`src/rtl/fwd_pkg.sv`:
```
// -----------------------------------------------------------------------------
// fwd_pkg
// Shared definitions for the forwarding / hazard unit of the 5-stage integer
// pipeline.
//   FWD_RF / FWD_WB / FWD_MEM : EX operand mux select encodings
//   slot_t                    : per-stage destination record (valid, wr, load, rd)
//   adv_e                     : how the tracked slots move on the next edge
//   slot_writes()             : true when a slot will really write a register
// -----------------------------------------------------------------------------
package fwd_pkg;

    localparam logic [1:0] FWD_RF  = 2'b00;  // operand from register file
    localparam logic [1:0] FWD_WB  = 2'b01;  // operand from MEM/WB result
    localparam logic [1:0] FWD_MEM = 2'b10;  // operand from EX/MEM result

    // Slot rd field is sized for register files of up to 256 entries; narrower
    // register addresses are zero-extended on entry so compares stay exact.
    localparam int SLOT_RD_W = 8;

    typedef struct packed {
        logic                 valid;
        logic                 wr;
        logic                 load;
        logic [SLOT_RD_W-1:0] rd;
    } slot_t;

    typedef enum logic [1:0] {
        ADV_NORMAL,  // shift all slots, EX takes the ID instruction
        ADV_BUBBLE,  // shift all slots, EX becomes invalid
        ADV_HOLD     // nothing moves
    } adv_e;

    // Register 0 is hard-wired, so a write to it is never a real producer.
    function automatic logic slot_writes(input slot_t s);
        return s.valid & s.wr & (s.rd != '0);
    endfunction

endpackage

```
`src/rtl/fwd_operand_sel.sv`:
```
// -----------------------------------------------------------------------------
// fwd_operand_sel
// Bypass select for one EX source operand.
//   src_i      : EX operand register address
//   src_used_i : operand is read (already qualified with EX slot valid)
//   mem_slot_i : instruction currently in MEM
//   wb_slot_i  : instruction currently in WB
//   sel_o      : FWD_MEM, FWD_WB or FWD_RF
// -----------------------------------------------------------------------------
module fwd_operand_sel
    import fwd_pkg::*;
#(
    parameter int REG_AW = 5
) (
    input  logic [REG_AW-1:0] src_i,
    input  logic              src_used_i,
    input  slot_t             mem_slot_i,
    input  slot_t             wb_slot_i,
    output logic [1:0]        sel_o
);

    logic [SLOT_RD_W-1:0] src_ext;

    assign src_ext = SLOT_RD_W'(src_i);

    // NOTE: every output of a combinational block gets a default first, so no
    // path leaves it unassigned and no latch is inferred.
    always_comb begin
        sel_o = FWD_RF;
        if (src_used_i) begin
            // A load in MEM has no data yet; the load-use stall guarantees the
            // consumer never sits in EX behind it, so it is skipped here.
            if (slot_writes(mem_slot_i) && !mem_slot_i.load && src_ext == mem_slot_i.rd) begin
                sel_o = FWD_MEM;
            end else if (slot_writes(wb_slot_i) && src_ext == wb_slot_i.rd) begin
                sel_o = FWD_WB;
            end
        end
    end

endmodule

```
`src/rtl/fwd_hazard_unit.sv`:
```
// -----------------------------------------------------------------------------
// fwd_hazard_unit
// Forwarding and hazard control for the 5-stage pipeline. Tracks EX/MEM/WB
// destination slots, drives the EX operand bypass selects, the load-use
// stall/bubble, a whole-pipe freeze while a load waits on data memory, and
// two saturating debug counters.
//   clk, rst_n        : clock, async active-low reset
//   id_valid/id_wr/id_is_load/id_rd/id_src/id_src_used : ID-stage instruction
//   mem_ready         : data memory returns load data this cycle
//   flush             : branch redirect resolved in EX
//   cnt_clr           : synchronous clear of both counters
//   fwd_sel           : per-operand bypass select, operand k at [2k +: 2]
//   stall_if_id       : hold PC and IF/ID
//   bubble_ex         : insert bubble into ID/EX
//   freeze            : hold every pipeline register
//   load_use_cnt      : cycles spent in load-use stall
//   mem_wait_cnt      : cycles spent frozen
// -----------------------------------------------------------------------------
module fwd_hazard_unit
    import fwd_pkg::*;
#(
    parameter int REG_AW  = 5,
    parameter int NUM_SRC = 2,
    parameter int CNT_W   = 16
) (
    input  logic                      clk,
    input  logic                      rst_n,
    input  logic                      id_valid,
    input  logic                      id_wr,
    input  logic                      id_is_load,
    input  logic [REG_AW-1:0]         id_rd,
    input  logic [NUM_SRC*REG_AW-1:0] id_src,
    input  logic [NUM_SRC-1:0]        id_src_used,
    input  logic                      mem_ready,
    input  logic                      flush,
    input  logic                      cnt_clr,
    output logic [NUM_SRC*2-1:0]      fwd_sel,
    output logic                      stall_if_id,
    output logic                      bubble_ex,
    output logic                      freeze,
    output logic [CNT_W-1:0]          load_use_cnt,
    output logic [CNT_W-1:0]          mem_wait_cnt
);

    slot_t                     ex_q, ex_d;
    slot_t                     mem_q, mem_d;
    slot_t                     wb_q, wb_d;
    logic [NUM_SRC*REG_AW-1:0] ex_src_q, ex_src_d;
    logic [NUM_SRC-1:0]        ex_src_used_q, ex_src_used_d;
    logic [CNT_W-1:0]          lu_cnt_q, lu_cnt_d;
    logic [CNT_W-1:0]          mw_cnt_q, mw_cnt_d;

    logic load_use;
    logic stall;
    adv_e adv;

    // ------------------------------------------------------------------
    // Hazard detection
    // ------------------------------------------------------------------
    assign freeze = mem_q.valid & mem_q.load & ~mem_ready;

    always_comb begin
        load_use = 1'b0;
        for (int k = 0; k < NUM_SRC; k++) begin
            if (id_valid && id_src_used[k] && slot_writes(ex_q) && ex_q.load &&
                SLOT_RD_W'(id_src[k*REG_AW +: REG_AW]) == ex_q.rd) begin
                load_use = 1'b1;
            end
        end
    end

    // A flush squashes the consumer anyway, and a freeze already holds the
    // front end, so neither needs a separate stall.
    assign stall       = load_use & ~flush & ~freeze;
    assign stall_if_id = stall;
    assign bubble_ex   = stall;

    // ------------------------------------------------------------------
    // Operand bypass selects
    // ------------------------------------------------------------------
    for (genvar k = 0; k < NUM_SRC; k++) begin : g_opsel
        fwd_operand_sel #(
            .REG_AW (REG_AW)
        ) u_opsel (
            .src_i      (ex_src_q[k*REG_AW +: REG_AW]),
            .src_used_i (ex_src_used_q[k] & ex_q.valid),
            .mem_slot_i (mem_q),
            .wb_slot_i  (wb_q),
            .sel_o      (fwd_sel[2*k +: 2])
        );
    end

    // ------------------------------------------------------------------
    // Slot advance
    // ------------------------------------------------------------------
    // Freeze wins over flush: the branch unit keeps flush asserted until the
    // freeze clears, so nothing is lost by ignoring it here.
    always_comb begin
        adv = ADV_NORMAL;
        if (freeze) begin
            adv = ADV_HOLD;
        end else if (flush || load_use) begin
            adv = ADV_BUBBLE;
        end
    end

    always_comb begin
        ex_d          = ex_q;
        mem_d         = mem_q;
        wb_d          = wb_q;
        ex_src_d      = ex_src_q;
        ex_src_used_d = ex_src_used_q;
        case (adv)
            ADV_BUBBLE: begin
                wb_d          = mem_q;
                mem_d         = ex_q;
                ex_d          = '0;
                ex_src_used_d = '0;
            end
            ADV_NORMAL: begin
                wb_d          = mem_q;
                mem_d         = ex_q;
                ex_d.valid    = id_valid;
                ex_d.wr       = id_wr;
                ex_d.load     = id_is_load;
                ex_d.rd       = SLOT_RD_W'(id_rd);
                ex_src_d      = id_src;
                ex_src_used_d = id_src_used;
            end
            default: ;  // ADV_HOLD: keep everything
        endcase
    end

    // ------------------------------------------------------------------
    // Saturating debug counters; clear beats increment
    // ------------------------------------------------------------------
    always_comb begin
        lu_cnt_d = lu_cnt_q;
        mw_cnt_d = mw_cnt_q;
        if (cnt_clr) begin
            lu_cnt_d = '0;
            mw_cnt_d = '0;
        end else begin
            if (stall && lu_cnt_q != {CNT_W{1'b1}}) lu_cnt_d = lu_cnt_q + CNT_W'(1);
            if (freeze && mw_cnt_q != {CNT_W{1'b1}}) mw_cnt_d = mw_cnt_q + CNT_W'(1);
        end
    end

    assign load_use_cnt = lu_cnt_q;
    assign mem_wait_cnt = mw_cnt_q;

    // ------------------------------------------------------------------
    // State registers
    // ------------------------------------------------------------------
    // NOTE: sequential state uses non-blocking assignments so every register
    // samples its pre-edge next-state value regardless of statement order.
    // NOTE: every slot is reset, not just valid; the hazard outputs are
    // combinational from these flops, so they drop the moment rst_n asserts.
    always_ff @(posedge clk or negedge rst_n) begin
        if (!rst_n) begin
            ex_q          <= '0;
            mem_q         <= '0;
            wb_q          <= '0;
            ex_src_q      <= '0;
            ex_src_used_q <= '0;
            lu_cnt_q      <= '0;
            mw_cnt_q      <= '0;
        end else begin
            ex_q          <= ex_d;
            mem_q         <= mem_d;
            wb_q          <= wb_d;
            ex_src_q      <= ex_src_d;
            ex_src_used_q <= ex_src_used_d;
            lu_cnt_q      <= lu_cnt_d;
            mw_cnt_q      <= mw_cnt_d;
        end
    end

endmodule
```
`config.mk`:
```
export PLATFORM = sky130hd
export DESIGN_NAME = fwd_hazard_unit
export DESIGN_NICKNAME = d
export VERILOG_FILES = /design/src/rtl/fwd_pkg.sv /design/src/rtl/fwd_operand_sel.sv /design/src/rtl/fwd_hazard_unit.sv
export SDC_FILE = /design/constraint.sdc
export NUM_CORES = 1
export LEC_CHECK = 0
export ABC_CLOCK_PERIOD_IN_PS = 5100
export BUFFER_PORTS_ARGS = -buffer_cell sky130_fd_sc_hd__buf_4
export CAP_MARGIN = 5
export CORE_ASPECT_RATIO = 0.75
export CORE_UTILIZATION = 40
export CTS_CLUSTER_SIZE = 24
export DETAILED_ROUTE_END_ITERATION = 6
export GPL_TIMING_DRIVEN = 0
export PLACE_DENSITY_LB_ADDON = 0.15
export SLEW_MARGIN = 20
export SYNTH_ARGS = -nofsm -noshare
export SYNTH_HDL_FRONTEND = slang
export SYNTH_HIERARCHICAL = 1
export SYNTH_SLANG_ARGS = --single-unit
```
`constraint.sdc`:
```
create_clock -name clk -period 5.1 [get_ports clk]
set_input_delay 1.02 -clock clk [delete_from_list [all_inputs] [get_ports clk]]
set_output_delay 1.02 -clock clk [all_outputs]
set_load 0.01 [all_outputs]
```
After elaboration in Yosys (flattened, before gate mapping):

Index checks and enable logic that the tools add are counted.

* bits in registers: 76
* input bits: 25
* output and inout port bits: 39

* add/sub/neg operators: 2
* equality and inequality tests: 9
* multiplexer cells: 16
* bitwise logic cells: 15
* reduce and logical (&&, ||, !) cells: 25

Operators with widths (count)
* 2-to-1 mux 16 bit: 4
* equality test 5 x 8 -> 1 bit: 6
* adder 16 x 1 -> 16 bit (second input constant): 2
* inequality test 16 bit (second input constant): 2
* nonzero test 8 bit: 3
* one-hot mux 11 bit (2 select lines): 1
* logical AND 1 bit: 15
* bitwise AND 1 bit: 12
* 2-to-1 mux 2 bit: 5
* nonzero test 2 bit: 3
* 2-to-1 mux 1 bit: 5
* one-hot mux 2 bit (2 select lines): 1
* inverter 1 bit: 3
* equality test 2 x 1 -> 1 bit (second input constant): 1
* zero test 2 bit: 1
* OR reduction 2 bit: 1
* zero test 1 bit: 1
* logical OR 1 bit: 1

Logic depth before layout (Yosys ltp):

Gate-level depths: netlist (run 1).

* word-level depth: 12
* depth in mapped cells: 9
* depth with buffers taken out: 7

Modules after synthesis:

The synthesis (run 1) kept the hierarchy.

By module, submodules not included
* fwd_hazard_unit: instances 1, cells each 307, area each 3249.4 um^2
* fwd_operand_sel: instances 2, cells each 26, area each 178.9 um^2

Worst setup path before layout (run 1):

OpenSTA, ideal clock, no wires.

* path kind: input to output
* start point: input id_src[5]
* end point: output stall_if_id
* arrival time: 2.142 ns
* setup slack: 1.938 ns
* stages: 6
* path buffers: 1
* cells stage by stage: xnor2_1 -> nand4_1 -> o22ai_2 -> nand2_1 -> nor3_1 -> buf_4

* cells in the longest elaborated chain, start to end: 5

RTL lines
* start, declared: line fwd_hazard_unit.sv:32 `input logic [NUM_SRC*REG_AW-1:0] id_src,`
* equality test 5 x 8 -> 1 bit: line fwd_hazard_unit.sv:66 `SLOT_RD_W'(id_src[k*REG_AW +: REG_AW]) == ex_q.rd) begin`
* logical AND 1 bit: line fwd_hazard_unit.sv:65 `if (id_valid && id_src_used[k] && slot_writes(ex_q) && ex_q.load &&`
* 2-to-1 mux 1 bit: line fwd_hazard_unit.sv:65
* bitwise AND 1 bit (2 in a row): line fwd_hazard_unit.sv:74 `assign stall = load_use & ~flush & ~freeze;`
* end, declared: line fwd_hazard_unit.sv:38 `output logic stall_if_id,`

Every way passes these cells.

Worst setup path after layout (run 1):

* start point: input mem_ready
* end point: output stall_if_id

* cells in the longest elaborated chain, start to end: 4

RTL lines
* start, declared: line fwd_hazard_unit.sv:34 `input logic mem_ready,`
* inverter 1 bit: line fwd_hazard_unit.sv:60 `assign freeze = mem_q.valid & mem_q.load & ~mem_ready;`
* bitwise AND 1 bit: line fwd_hazard_unit.sv:60
* inverter 1 bit: line fwd_hazard_unit.sv:74
* bitwise AND 1 bit: line fwd_hazard_unit.sv:74

Every way passes these cells.

==> tab_implementation.tex, run 1 <==
\begin{tabular}{lr}
\hline
Metric & Value \\
\hline
\multicolumn{2}{l}{\textbf{Setup path}} \\
Critical Path, Cell by Cell & buf\_4 > nand3b\_4 > inv\_2 > buf\_1 > nor3\_1 > buf\_4 > buf\_4 \\
Cell repeated most along the worst path & buf\_4 \\
Start of the worst register-to-register path & load\_use\_cnt[3] \\
Startpoint of the most critical setup path & mem\_ready \\
Delay of the slowest cell on the worst path & 0.43 ns \\
Crit path required time & 4.08 ns \\
Cell family contributing the most delay on the critical path & buffers and inverters \\
Reg-to-reg endpoint & load\_use\_cnt[1] \\
Setup slack of the worst register-to-register path & 3.07 ns \\
Maximum fanout count along the critical path & 10 \\
CP Class & in -> out \\
Startpoint kind of the worst setup timing path & input pin \\
Number of stages on the worst setup path & 7 \\
Worst path slowest cell & buf\_1 \\
Arrival @ worst endpoint & 2.47 ns \\
Capturing instance or port of the critical path & stall\_if\_id \\
R2r worst-path depth & 8 \\
Combined buffer and inverter count along the critical path & 5 \\
Crit path capture type & output pin \\
\multicolumn{2}{l}{\textbf{Layout}} \\
Area added between synthesis and finish & 26.8\% \\
Most common cell after layout, fill and taps aside & dfrtp\_1 \\
Share of final-layout standard cells stronger than drive strength 1 & 24.5\% \\
Util after Layout & 52.9\% \\
Count of filler cells inserted in the layout & 811 \\
Nets & 471 \\
Count of antenna diodes in the layout & 0 \\
Post-route insts no fill & 557 \\
Most used cells in the layout excluding fill and tap cells & dfrtp\_1, buf\_4, nand2\_1, nor2\_1, xnor2\_1 \\
\multicolumn{2}{l}{\textbf{CTS}} \\
Clk Tree Root Cell & clkbuf\_16 \\
Number of setup buffers added after CTS & 0 \\
Maximum count of clock buffers along a single path & 2 \\
H-tree levels & 3 \\
Number of buffers inserted for hold repair after clock tree synthesis & 0 \\
Post\_cts resized & 0 \\
Clk Latency, worst-skew pair & 0.33 ns \\
TritonCTS clock tree & yes \\
Number of sinks driven by the clock tree & 67 \\
TritonCTS Buffers & 9 \\
Worst-path clk slew & 0.05 ns \\
\multicolumn{2}{l}{\textbf{Floorplanning}} \\
Die Footprint & 0.00932 mm2 \\
Core footprint & 0.00856 mm2 \\
Die width & 111 um \\
Vert. Die Dim & 83.9 um \\
Row count & 29 \\
I/O Pins & 64 \\
Initial cell density of the core & 41.7\% \\
\multicolumn{2}{l}{\textbf{Routing}} \\
DR WL/cell & 15.4 um \\
Number of vias per cell & 5.18 \\
Routed vias & 2885 \\
DRC violation count after routing & 4 \\
Antenna-violating nets left & 0 \\
Total wire length & 8.56 mm \\
Initial detailed-routing violation count & 168 \\
TritonRoute pass-1 iters & 6 \\
\multicolumn{2}{l}{\textbf{Worst hold path}} \\
Depth of the worst hold-timing path & 1 \\
Worst min-delay path category & reg -> reg \\
\multicolumn{2}{l}{\textbf{Flow run}} \\
Number of max-cap violations & 0 \\
\multicolumn{2}{l}{\textbf{STA}} \\
Maximum frequency from static timing analysis & 287 MHz \\
Endpoints failing hold & 0 \\
Final critical delay including setup and external delays & 3.49 ns \\
Layout Skew & 0.00934 ns \\
Least-Margin Pin Slew & 0.879 ns \\
Share of the clock period used by the worst path & 68.4\% \\
Worst max-slew margin expressed relative to the limit & 41.4\% \\
Pins over their slew limit & 0 \\
RSZ-0062 raised after global routing & false \\
Final setup TNS & 0 ns \\
Setup Viol. Count Final & 0 \\
Final critical-path setup slack & 1.61 ns \\
\multicolumn{2}{l}{\textbf{Place}} \\
Number of I/O port buffers & 63 \\
Placer Congestion & 0.869 \\
Count of placed standard cells including taps & 541 \\
Estimated wirelength of the detail-placed design & 6.27 mm \\
Dpl ws & 1.58 ns \\
\multicolumn{2}{l}{\textbf{GRT}} \\
GRT Overall Usage & 20.2\% \\
Initial antenna violation count & 0 \\
Number of global-route vias before repair & 2823 \\
First-pass GRT wire length & 14.5 mm \\
Total gr overflow & 0 \\
Pin count of the biggest net entering global routing & 68 \\
\multicolumn{2}{l}{\textbf{Yosys}} \\
Average footprint of a synthesized cell & 10.0 um2 \\
Post-Syn Area & 0.00357 mm2 \\
Gate count of the mapped netlist & 357 \\
Number of warnings printed during yosys synthesis & 6 \\
\multicolumn{2}{l}{\textbf{Power and ir drop}} \\
Lkg Pwr & 0.00210 uW \\
Worst vdd rail ir drop & 0.183 mV \\
Pwr/cell area & 291 mW/mm2 \\
\multicolumn{2}{l}{\textbf{Run status}} \\
Violated checks & design-rule violations \\
Outcome & finished with violations \\
\hline
\end{tabular}
## worst register-to-register path: cells and delay by family (launching register included)
family,cells,cell delay [ns]
AO/OA/AOI/OAI,1,0.37
buffers and inverters,2,0.29
AND/OR/NAND/NOR,4,0.65
multiplexers,1,0.18
flip-flops,1,0.42
## how the worst min path moves through the flow
stage | from | endpoint | slack (ns)
after detailed placement | ex_src_used_q[0] | ex_src_used_q[0] | 0.49
final | ex_src_used_q[0] | ex_src_used_q[0] | 0.50
after CTS | ex_src_used_q[0] | ex_src_used_q[0] | 0.50
after global placement | ex_src_used_q[0] | ex_src_used_q[0] | 0.48
after floorplan | ex_q[8] | mem_q[8] | 0.46
after global routing | ex_src_used_q[0] | ex_src_used_q[0] | 0.52
## through the flow
| step | instance area, um2 | total power (uW) | hold slack, ns |
|---|---|---|---|
| after global routing | 4530 | 1380 | 0.518 |
| after detailed placement | 4230 | 712 | 0.491 |
| after global placement | 4230 | 709 | 0.484 |
| after CTS | 4530 | 1340 | 0.503 |
| final | 4530 | 1320 | 0.504 |
| after floorplan | 3620 | 659 | 0.458 |
## layout make-up
type / instances / area [um2] / area share, %
tap: 108 / 135 / 2.98
clock inverter: 7 / 76.3 / 1.68
timing repair buffer: 63 / 473 / 10.4
sequential: 67 / 1680 / 37.0
buffer: 11 / 72.6 / 1.60
inverter: 8 / 30.0 / 0.663
multi-input combinational: 284 / 1840 / 40.7
clock buffer: 9 / 225 / 4.97
## power breakdown
group / internal [uW] / switching [uW]
clock: 380 / 238
combinational: 57.1 / 55.7
sequential: 555 / 34.0
total: 992 / 328
## state kept, by name, indices dropped and copies added, names as in the netlist
name           count
load_use_cnt      16
mem_wait_cnt      16
ex_src_q          10
ex_q               8
mem_q              8
wb_q               7
ex_src_used_q      2
## metal layers
metal  share of wire, %  global-route usage, %  wire, um
met5                  0                      0         0
met4               0.91                   6.63        78
met3                6.5                   4.43       555
met2                 42                   29.1      3620
met1                 50                   29.9      4310
(Power assumes the default switching activity.)
==> inputs of run 2 (changes only) <==
- ABC_AREA: not set -> 1
- ABC_CLOCK_PERIOD_IN_PS: 5100 -> 3200
- clock period: 5.1 -> 3.2 ns (I/O delays scaled with it)
==> run 2 against run 1 <==
Utilization is 0.74 points lower. Sequential share of layout area is 4.5 points lower. Largest cell class unchanged. Area after synthesis is 17% higher. First-iteration DRC count is 58% higher. The flow now finishes without violations.
==> tab_implementation.tex, run 2 <==
\begin{tabular}{lr}
\hline
Metric & Value \\
\hline
\multicolumn{2}{l}{\textbf{Floorplanning}} \\
Row count & 31 \\
Die width & 120 um \\
Die Footprint & 0.0109 mm2 \\
I/O Pins & 64 \\
Core footprint & 0.00989 mm2 \\
Vert. Die Dim & 90.5 um \\
Initial cell density of the core & 42.2\% \\
\multicolumn{2}{l}{\textbf{STA}} \\
Layout Skew & 0.00673 ns \\
Endpoints failing hold & 0 \\
RSZ-0062 raised after global routing & false \\
Maximum frequency from static timing analysis & 350 MHz \\
Final setup TNS & 0 ns \\
Worst max-slew margin expressed relative to the limit & 40.6\% \\
Final critical delay including setup and external delays & 2.85 ns \\
Final critical-path setup slack & 0.347 ns \\
Setup Viol. Count Final & 0 \\
Pins over their slew limit & 0 \\
Least-Margin Pin Slew & 0.891 ns \\
Share of the clock period used by the worst path & 89.2\% \\
Hold Worst Slack & 0.415 ns \\
\multicolumn{2}{l}{\textbf{CTS}} \\
Number of buffers inserted for hold repair after clock tree synthesis & 0 \\
H-tree levels & 3 \\
TritonCTS Buffers & 9 \\
Clk Tree Root Cell & clkbuf\_16 \\
Number of sinks driven by the clock tree & 67 \\
Maximum count of clock buffers along a single path & 2 \\
Clk Latency, worst-skew pair & 0.33 ns \\
Post\_cts resized & 0 \\
TritonCTS clock tree & yes \\
Number of setup buffers added after CTS & 0 \\
Worst-path clk slew & 0.06 ns \\
\multicolumn{2}{l}{\textbf{Power and ir drop}} \\
Worst vdd rail ir drop & 0.286 mV \\
Pwr Total & 2180 uW \\
Pwr/cell area & 421 mW/mm2 \\
Lkg Pwr & 0.00264 uW \\
\multicolumn{2}{l}{\textbf{GRT}} \\
Met3 track demand over resource in global routing & 5.30\% \\
Initial antenna violation count & 0 \\
Met2 demand-to-capacity share in global routing & 34.8\% \\
GRT Overall Usage & 21.4\% \\
First-pass GRT wire length & 18.4 mm \\
Number of global-route vias before repair & 3861 \\
Pin count of the biggest net entering global routing & 68 \\
Met1 GRT Util & 28.3\% \\
Total gr overflow & 0 \\
Most used routing layer & met2 \\
\multicolumn{2}{l}{\textbf{Layout}} \\
Most used cells in the layout excluding fill and tap cells & nand2\_1, inv\_1, nor2\_1, dfrtp\_1, buf\_4 \\
Area added between synthesis and finish & 23.5\% \\
Most common cell after layout, fill and taps aside & nand2\_1 \\
Share of final-layout standard cells stronger than drive strength 1 & 15.2\% \\
Count of antenna diodes in the layout & 0 \\
Nets & 731 \\
Post-route cell area & 0.00516 mm2 \\
\multicolumn{2}{l}{\textbf{Flow run}} \\
Number of max-cap violations & 0 \\
\multicolumn{2}{l}{\textbf{Place}} \\
Placed Instance Area & 0.00486 mm2 \\
Placer Congestion & 0.858 \\
Dpl ws & 0.359 ns \\
Number of I/O port buffers & 63 \\
Estimated wirelength of the detail-placed design & 8.04 mm \\
\multicolumn{2}{l}{\textbf{Setup path}} \\
Arrival @ worst endpoint & 2.21 ns \\
Crit path capture type & output pin \\
Maximum fanout count along the critical path & 10 \\
Crit path required time & 2.56 ns \\
CP Class & reg -> out \\
Startpoint kind of the worst setup timing path & register \\
Setup slack of the worst register-to-register path & 1.26 ns \\
\multicolumn{2}{l}{\textbf{Yosys}} \\
Number of warnings printed during yosys synthesis & 6 \\
Average footprint of a synthesized cell & 6.77 um2 \\
Gate count of the mapped netlist & 617 \\
Post-Syn Area & 0.00418 mm2 \\
\multicolumn{2}{l}{\textbf{Routing}} \\
TritonRoute pass-1 iters & 5 \\
DRC violation count after routing & 0 \\
Total wire length & 10.9 mm \\
Routed vias & 4120 \\
Antenna-violating nets left & 0 \\
Number of vias per cell & 4.90 \\
DR WL/cell & 13.0 um \\
Initial detailed-routing violation count & 266 \\
\multicolumn{2}{l}{\textbf{Run status}} \\
Outcome & completed \\
\multicolumn{2}{l}{\textbf{Worst hold path}} \\
Worst min-delay path category & in -> async \\
\hline
\end{tabular}
==> run 2: cell types whose count changed in the layout (fill, tap and decap cells not counted), sizes merged, moves of 12 or more <==
cell / previous run / this run
nor2: 30 / 78
nand2: 56 / 216
nor3: 5 / 18
o21ai: 2 / 40
a21oi: 15 / 2
xnor2: 26 / 3
inv: 9 / 83
nand3: 20 / 57
mux2: 12 / 0
==> run 2: report_power, final <==
group | switching (uW) | internal (uW) | total [uW]
Sequential | 50.4 | 889 | 940
Combinational | 157 | 94.2 | 251
Clock | 361 | 623 | 984
Total | 568 | 1610 | 2180
==> run 2: area by class of cell <==
| type | count | area [um2] |
|---|---|---|
| fill | 985 | 4730 |
| buffer | 16 | 92.6 |
| multi-input combinational | 464 | 2150 |
| clock inverter | 4 | 50.0 |
| tap | 132 | 165 |
| timing repair buffer | 63 | 473 |
| inverter | 83 | 312 |
| sequential | 67 | 1680 |
| clock buffer | 12 | 246 |
==> run 2: routing by layer <==
metal / routed length (um) / vias to the layer above
li1: - / 2092
met5: 0 / -
met3: 655 / 13
met2: 5050 / 126
met4: 103 / 0
met1: 5120 / 1889
==> run 2: critical path: stages, from the launching register on <==
cell and delay, ns:
dfrtp_1 0.36, inv_1 0.10, nand2_1 0.09, nand2_1 0.05, nor2_1 0.12, nand3_1 0.08, nand2_1 0.10, nand2_1 0.12
buf_2 0.21, nor3_1 0.36, buf_4 0.19, buf_4 0.11
==> run 2: path summary, 6_finish.rpt <==
kind	start	endpoint	cells after the start
setup / recovery	ex_q[0]	stall_if_id	11
hold / removal	rst_n	mem_wait_cnt[3]	1
setup reg to reg	load_use_cnt[0]	load_use_cnt[4]	11
hold reg to reg	ex_q[8]	mem_q[8]	2
max in group asynchronous	rst_n	ex_q[10]	1
min in group clk	ex_q[8]	mem_q[8]	2
==> run 2: stage by stage <==
step                      utilization (%)  cells
after floorplan                         -    630
after global placement               49.2    825
after detailed placement             49.2    825
after CTS                            52.2    841
after global routing                 52.2    841
final                                52.2    841
==> inputs of run 3 (changes only) <==
- CORE_MARGIN: not set -> 8
==> run 3 against run 2 <==
Clock-buffer cell count increased by 3. Flip-flop and latch count stayed put. Sequential share of layout area is 0.10 points lower. Maximum frequency down 0.19%. Design area increased by 0.32%. Non-clock buffer count unchanged. Final cell count is 0.48% higher. Critical path type unchanged. Highest routed layer unchanged.
==> tab_implementation.tex, run 3 (same netlist as run 2, synthesis figures left out) <==
\begin{tabular}{lr}
\hline
Metric & Value \\
\hline
\multicolumn{2}{l}{\textbf{Run status}} \\
Outcome & completed \\
\multicolumn{2}{l}{\textbf{GRT}} \\
Met3 track demand over resource in global routing & 5.84\% \\
Most used routing layer & met2 \\
Number of global-route vias before repair & 3980 \\
First-pass GRT wire length & 18.8 mm \\
Met1 GRT Util & 20.0\% \\
GRT Overall Usage & 16.3\% \\
Met2 demand-to-capacity share in global routing & 26.9\% \\
Initial antenna violation count & 0 \\
Pin count of the biggest net entering global routing & 68 \\
Total gr overflow & 0 \\
\multicolumn{2}{l}{\textbf{CTS}} \\
TritonCTS Buffers & 9 \\
Number of buffers inserted for hold repair after clock tree synthesis & 0 \\
Number of sinks driven by the clock tree & 67 \\
Maximum count of clock buffers along a single path & 2 \\
H-tree levels & 3 \\
Clk Tree Root Cell & clkbuf\_16 \\
Post\_cts resized & 0 \\
Number of setup buffers added after CTS & 0 \\
Worst-path clk slew & 0.05 ns \\
TritonCTS clock tree & yes \\
Clk Latency, worst-skew pair & 0.34 ns \\
\multicolumn{2}{l}{\textbf{Power and ir drop}} \\
Pwr Total & 2220 uW \\
Lkg Pwr & 0.00265 uW \\
Pwr/cell area & 429 mW/mm2 \\
Worst vdd rail ir drop & 0.223 mV \\
\multicolumn{2}{l}{\textbf{STA}} \\
Setup Viol. Count Final & 0 \\
Final setup TNS & 0 ns \\
Pins over their slew limit & 0 \\
Worst max-slew margin expressed relative to the limit & 42.6\% \\
Maximum frequency from static timing analysis & 350 MHz \\
Final critical delay including setup and external delays & 2.86 ns \\
Layout Skew & 0.00406 ns \\
RSZ-0062 raised after global routing & false \\
Share of the clock period used by the worst path & 89.3\% \\
Final critical-path setup slack & 0.341 ns \\
Endpoints failing hold & 0 \\
Least-Margin Pin Slew & 0.861 ns \\
\multicolumn{2}{l}{\textbf{Setup path}} \\
Arrival @ worst endpoint & 2.22 ns \\
CP Class & reg -> out \\
Crit path capture type & output pin \\
Crit path required time & 2.56 ns \\
Maximum fanout count along the critical path & 10 \\
Startpoint kind of the worst setup timing path & register \\
\multicolumn{2}{l}{\textbf{Place}} \\
Dpl ws & 0.367 ns \\
Estimated wirelength of the detail-placed design & 8.42 mm \\
Placer Congestion & 0.863 \\
Number of I/O port buffers & 63 \\
\multicolumn{2}{l}{\textbf{Layout}} \\
Count of antenna diodes in the layout & 0 \\
Count of filler cells inserted in the layout & 1038 \\
Most used cells in the layout excluding fill and tap cells & nand2\_1, inv\_1, nor2\_1, dfrtp\_1, buf\_4 \\
Share of final-layout standard cells stronger than drive strength 1 & 15.1\% \\
Nets & 731 \\
Util after Layout & 50.7\% \\
Area added between synthesis and finish & 23.9\% \\
Reg area & 0.00168 mm2 \\
Most common cell after layout, fill and taps aside & nand2\_1 \\
Multi-input logic area & 0.00215 mm2 \\
\multicolumn{2}{l}{\textbf{Routing}} \\
Number of vias per cell & 4.73 \\
Total wire length & 11.2 mm \\
TritonRoute pass-1 iters & 6 \\
Initial detailed-routing violation count & 256 \\
Antenna-violating nets left & 0 \\
Routed vias & 3994 \\
DRC violation count after routing & 0 \\
DR WL/cell & 13.2 um \\
\multicolumn{2}{l}{\textbf{Floorplanning}} \\
Row count & 32 \\
Initial cell density of the core & 40.9\% \\
Core footprint & 0.0102 mm2 \\
Die Footprint & 0.0140 mm2 \\
Die width & 134 um \\
Vert. Die Dim & 105 um \\
I/O Pins & 64 \\
\multicolumn{2}{l}{\textbf{Flow run}} \\
Number of max-cap violations & 0 \\
\multicolumn{2}{l}{\textbf{Worst hold path}} \\
Worst min-delay path category & in -> async \\
\hline
\end{tabular}
## run 3: cell types whose count changed in the layout (fill, tap and decap cells not counted), sizes merged
cell | before | now
clkbuf | 21 | 24
clkinvlp | 2 | 0
clkinv | 1 | 0
## run 3: path summary, 6_finish.rpt
path	start	end	slack (ns)	cells after the start
max reg2reg	load_use_cnt[0]	load_use_cnt[11]	1.25	11
max in group asynchronous	rst_n	load_use_cnt[15]	2.22	1
min	rst_n	mem_wait_cnt[8]	0.42	1
max	ex_q[0]	stall_if_id	0.34	11
min in group clk	ex_q[8]	mem_q[8]	0.48	2
min reg2reg	ex_q[8]	mem_q[8]	0.48	2
## run 3: metrics by stage
stage	cell area [um2]	hold WS, ns	cells
2_1_floorplan	4230	0.344	630
3_3_place_gp	4870	0.464	829
3_5_place_dp	4870	0.470	829
4_1_cts	5180	0.456	845
5_1_grt	5180	0.491	845
6_report	5180	0.418	845
## run 3: layout make-up
type | instances | share of cell area [%]
flip-flops and latches | 67 | 32.4
plain buffers | 16 | 1.79
multi-input cells | 464 | 41.4
well taps | 136 | 3.29
repair buffers | 63 | 9.13
clock inverters | 1 | 0.580
inverters | 83 | 6.02
clock buffers | 15 | 5.36
## run 3: worst max-delay path: stages (launching register included)
cell and delay [ns]:
dfrtp_1 0.36, inv_1 0.10, nand2_1 0.09, nand2_1 0.05, nor2_1 0.10, nand3_1 0.08
nand2_1 0.11, nand2_1 0.11, buf_2 0.21, nor3_1 0.38, buf_4 0.19, buf_4 0.11
## run 3: report_power, final
part           internal, uW  total, uW  switching, uW
registers               890        940           50.3
clock network           668       1030            363
logic                  94.0        249            155
total                  1650       2220            568
## run 3: per-layer routing
metal	wire length [um]	part of all wire, %
met5	0	0
met4	46	0.41
met3	693	6.2
met2	5320	48
met1	5110	46
